===== src/rtl/issue_age_select.sv =====
// Free-slot allocator and oldest-first select scheduler for the issue queue.
// Relative age lives in a pairwise matrix, so order survives out-of-order frees.
module issue_age_select #(
  parameter int ENTRIES = 16,
  parameter int IDX_W   = 4
) (
  input  logic               CLK,
  input  logic               RESET,
  input  logic               STALL,
  input  logic               FLUSH,
  input  logic               alloc_req,
  output logic               alloc_ack,
  output logic [IDX_W-1:0]   alloc_idx,
  input  logic [ENTRIES-1:0] ready_vec,
  output logic               issue_valid,
  output logic [IDX_W-1:0]   issue_idx,
  input  logic               exe_ready,
  output logic [4:0]         free_count,
  output logic               queue_full,
  output logic               queue_empty
);

  localparam logic [4:0] ALL_FREE = 5'(ENTRIES);

  typedef enum logic {IDLE, OFFER} state_t;

  state_t                           state;
  logic [ENTRIES-1:0]               valid;
  logic [ENTRIES-1:0]               inflight;
  logic [ENTRIES-1:0][ENTRIES-1:0]  older;
  logic [ENTRIES-1:0]               cand;
  logic [IDX_W-1:0]                 sel_idx;
  logic                             sel_any;
  logic                             accept;
  logic                             blocked;

  assign queue_full  = (free_count == '0);
  assign queue_empty = (free_count == ALL_FREE);
  assign alloc_ack   = alloc_req & ~queue_full & ~STALL & ~FLUSH;
  assign cand        = valid & ready_vec & ~inflight;
  assign sel_any     = |cand;
  assign accept      = (state == OFFER) & exe_ready;

  // Scan from the top so the lowest free index is the last one written.
  always_comb begin
    alloc_idx = '0;
    for (int i = ENTRIES - 1; i >= 0; i--)
      if (!valid[i]) alloc_idx = IDX_W'(i);
  end

  // A candidate is the oldest when no other candidate is marked older than it.
  always_comb begin
    sel_idx = '0;
    blocked = 1'b0;
    for (int c = ENTRIES - 1; c >= 0; c--) begin
      blocked = 1'b0;
      for (int k = 0; k < ENTRIES; k++)
        blocked = blocked | (cand[k] & older[k][c]);
      if (cand[c] && !blocked) sel_idx = IDX_W'(c);
    end
  end

  always_ff @(posedge CLK or negedge RESET) begin
    if (!RESET) begin
      valid       <= '0;
      inflight    <= '0;
      older       <= '0;
      state       <= IDLE;
      issue_valid <= 1'b0;
      issue_idx   <= '0;
      free_count  <= ALL_FREE;
    end else if (FLUSH) begin
      valid       <= '0;
      inflight    <= '0;
      older       <= '0;
      state       <= IDLE;
      issue_valid <= 1'b0;
      issue_idx   <= '0;
      free_count  <= ALL_FREE;
    end else if (!STALL) begin
      // New slot becomes the youngest; the freed-slot clear below wins on overlap.
      if (alloc_ack) begin
        valid[alloc_idx] <= 1'b1;
        for (int k = 0; k < ENTRIES; k++) begin
          older[k][alloc_idx] <= valid[k];
          older[alloc_idx][k] <= 1'b0;
        end
      end
      if (accept) begin
        valid[issue_idx]    <= 1'b0;
        inflight[issue_idx] <= 1'b0;
        for (int k = 0; k < ENTRIES; k++) begin
          older[issue_idx][k] <= 1'b0;
          older[k][issue_idx] <= 1'b0;
        end
      end
      free_count <= free_count - 5'(alloc_ack) + 5'(accept);
      case (state)
        IDLE: begin
          if (sel_any) begin
            issue_idx         <= sel_idx;
            issue_valid       <= 1'b1;
            inflight[sel_idx] <= 1'b1;
            state             <= OFFER;
          end
        end
        OFFER: begin
          // The offered slot is already inflight, so sel_idx never re-picks it.
          if (exe_ready) begin
            if (sel_any) begin
              issue_idx         <= sel_idx;
              inflight[sel_idx] <= 1'b1;
            end else begin
              issue_valid <= 1'b0;
              state       <= IDLE;
            end
          end
        end
        default: state <= IDLE;
      endcase
    end
  end

endmodule


===== config.mk =====
export PLATFORM = sky130hd
export DESIGN_NAME = issue_age_select
export DESIGN_NICKNAME = d
export VERILOG_FILES = /design/src/rtl/issue_age_select.sv
export SDC_FILE = /design/constraint.sdc
export NUM_CORES = 1
export LEC_CHECK = 0
export BUFFER_PORTS_ARGS = -buffer_cell sky130_fd_sc_hd__buf_2
export CORE_MARGIN = 4
export CORE_UTILIZATION = 35
export DETAILED_ROUTE_END_ITERATION = 10
export PLACE_DENSITY = 0.61
export SYNTH_ARGS = -nofsm -noshare
export SYNTH_HDL_FRONTEND = slang
export SYNTH_SLANG_ARGS = --single-unit

===== constraint.sdc =====
create_clock -name CLK -period 4.5 [get_ports CLK]
set_input_delay 0.225 -clock CLK [delete_from_list [all_inputs] [get_ports CLK]]
set_output_delay 0.225 -clock CLK [all_outputs]
set_load 0.05 [all_outputs]

==> metrics.md <==
| Metric | Value |
|---|---|
| Run status | `finished, violations left` |
| Violated checks | `design-rule violations` |
| Synthesized area per cell | `8.63 um2` |
| Count of routing violations after the opening detailed-route iteration | `4448` |
| Top cells by area, synth | `dfrtp_1, nand4b_1, o21ai_0` |
| Peak fanout along the critical path | `14` |
| Maximum number of pins on one net before global-route repair | `92` |
| TritonCTS clock tree | `yes` |
| Clock Skew | `19.0 ps` |
| TritonCTS buffer count | `39` |
| Post-synth EDFFs | `0` |
| RePlAce Congestion | `1.09` |
| Root Driver | `clkbuf_16` |
| Ranking of synthesized cells by instance count | `dfrtp_1, nand2_1, o21ai_0` |
| Clock edge transition at the registers on the reported setup and hold paths | `60 ps` |
| Starting Density | `0.356` |
| Post-Syn Nets | `2268` |
| CTS sink count | `299` |
| Setup TNS | `0 ps` |
| Site row count | `85` |
| Die span in y | `243 um` |
| DRC violation count after routing | `1` |
| Final-report max-slew violation count | `0` |
| Clock network latency to the later pin of the worst-skew pair | `590 ps` |
| End-of-flow core utilization | `0.419` |
| Leakage Power | `9.19 nW` |
| Type of element capturing the critical path | `register` |
| Slew margin rel. | `0.214` |
| DIE WIDTH | `243 um` |
| Largest area contributor in the synthesized netlist | `dfrtp_1` |
| Class of the worst hold path | `primary input to register` |
| Overall via count from detail_route | `23195` |
| Xor/xnor share of the synthesized area | `0.00136` |
| Minimum clock period after layout | `4120 ps` |
| Mux cell area share after synthesis | `0.00311` |
| Average wire length per cell after detail routing | `46.7 um` |
| Area share of the largest cell type after synthesis | `0.386` |
| Finish-stage setup viols | `0` |
| I/O Buffers | `38` |
| Post-Synthesis Cell Area | `19300 um2` |
| Part of the Yosys area used for sequential elements | `0.387` |
| First-pass GRT wire length | `193000 um` |
| Post-placement setup slack | `278 ps` |
| Post-synthesis to final-layout area growth | `17.6%` |
| Top-count cell post-synth | `dfrtp_1` |
| Die ar. | `59100 um2` |
| Count of unique library cells instantiated by Yosys | `105` |
| Fraction of final layout cells with drive strength greater than 1 | `0.177` |
| Most used flip-flop cell after synthesis | `dfrtp_1` |
| GRT Residual Overflow | `0` |
| Vias in the first global route | `21471` |
| Signal arrival time at the worst endpoint | `4580 ps` |
| Number of nets with antenna violations after routing | `0` |
| Total half-perimeter wirelength after legalization and detailed placement | `105000 um` |
| Combined global-route utilization of all metal layers | `0.471` |
| Register bit total from synthesis | `299` |
| Placed Area | `21400 um2` |
| First-pass DRT Iterations | `9` |
| Detail-routed via count per cell | `7.49` |
| Dominant combinational cell family by area after synthesis | `compound AO/OA/AOI/OAI gates` |
| Measured slew at the worst slew-check pin | `1180 ps` |
| Worst IR Drop VDD | `256 uV` |
| Count of warnings emitted by yosys | `0` |
| Number of maximum-capacitance constraint violations | `0` |
| FILL cells | `5500` |
| Post-Synth Simple-Gate Area | `0.259` |
| Maximum clock path buffer count | `3` |
| H-tree lvl count | `2` |
| Pwr per Cell Area | `308 nW/um2` |
| Final setup slack of the worst path | `378 ps` |
| Adder-Cell Fraction of Synth Area | `0.00492` |
| Number of antenna violations at the first check in global routing | `10` |
| Setup CP Type | `register to register` |
| Maximum clock rate | `243 MHz` |
| Final design area excluding fillers | `22700 um2` |
| Final count of hold timing violations | `0` |
| Area of the core | `54200 um2` |
| Cells after synthesis | `2239` |
| Data required time at the worst endpoint | `4960 ps` |
| Boundary pin count | `39` |
| Layout Nets | `2392` |
| Crit share post-route | `0.916` |
| Kind of start point of the critical path | `register` |
| Complex-gate fraction of the synthesized area | `0.280` |
| Total routed wirelength | `145000 um` |
| Unrepaired setup endpoints after global routing | `false` |
| Synth async-reset ratio | `1.00` |
## where the power goes
group	total (mW)	switching (mW)	internal (mW)
Sequential	2.79	0.0510	2.74
Clock	3.34	1.41	1.93
Combinational	0.874	0.677	0.197
Total	7.00	2.14	4.86
## routing by layer
| metal | global-route usage | wire (um) | vias to the layer above |
|---|---|---|---|
| met2 | 0.642 | 56300 | 2218 |
| met4 | 0.288 | 11500 | 12 |
| met3 | 0.226 | 22600 | 565 |
| li1 | - | - | 8817 |
| met1 | 0.597 | 54300 | 11583 |
| met5 | 0 | 75 | - |
## cell families after synthesis
group                    Yosys count
AND/OR/NAND/NOR                  865
AO/OA/AOI/OAI                    793
flip-flops                       299
buffers and inverters            266
adder cells (fa/ha/maj)            7
multiplexers                       6
XOR/XNOR                           3
## critical path, stage by stage (launching register included)
cell	delay [ps]
dfrtp_1	930
o21ai_0	170
a21boi_1	350
o21ai_1	390
a21boi_2	870
nand3_1	510
buf_4	380
a21oi_1	230
o21ai_0	130
## cells in the final DEF (no fill, tap or decap), types with 40 or more instances in the layout
master       n
a21oi_1    151
inv_1       81
o21ai_0    196
clkbuf_16   40
nand2_1    255
a31oi_1     56
nor2_1     172
o2111ai_1   69
buf_4      213
nand3_1     45
nand4b_1   175
nor3_1      47
dfrtp_1    298
## path summary, 6_finish.rpt
| check | end | slack, ps | start | depth (start not counted) |
|---|---|---|---|---|
| worst max-delay path | older[248] | 380 | valid[8] | 8 |
| worst min-delay path | free_count[4] | 40 | STALL | 3 |
| worst max register to register | older[248] | 380 | valid[8] | 8 |
| worst min register to register | older[21] | 490 | older[21] | 2 |
| max in group asynchronous | free_count[4] | 3030 | RESET | 3 |
| min in group asynchronous | older[150] | 270 | RESET | 2 |
## repair_timing
action                    4_1_cts  5_1_grt
hold buffers                    1        0
hold endpoints to repair       86        0
buffers inserted                0        0
resized for setup               0        0
## layout make-up
type | count | area, um2 | share of cell area
inverter | 85 | 322 | 0.0141
antenna | 7 | 17.5 | 0.000771
sequential | 299 | 7480 | 0.329
clock buffer | 63 | 1230 | 0.0540
timing repair buffer | 264 | 2050 | 0.0901
clock inverter | 9 | 85.1 | 0.00374
tap | 696 | 871 | 0.0383
multi-input combinational | 1674 | 10700 | 0.470
## through the flow
| step | power [mW] | hold WS, ps | cells |
|---|---|---|---|
| 2_1_floorplan | 3.23 | -70.6 | 2239 |
| 3_3_place_gp | 3.66 | 355 | 3017 |
| 3_5_place_dp | 3.66 | 357 | 3017 |
| 4_1_cts | 6.93 | 41.8 | 3090 |
| 5_1_grt | 7.09 | 72.8 | 3091 |
| 6_report | 7.00 | 43.2 | 3097 |
## sequential cells by signal, summed over array words and instances, names as in the netlist
register,count
older,256
inflight,16
valid,16
free_count,5
issue_idx,4
issue_valid,1
state,1
(Power assumes the default switching activity.)
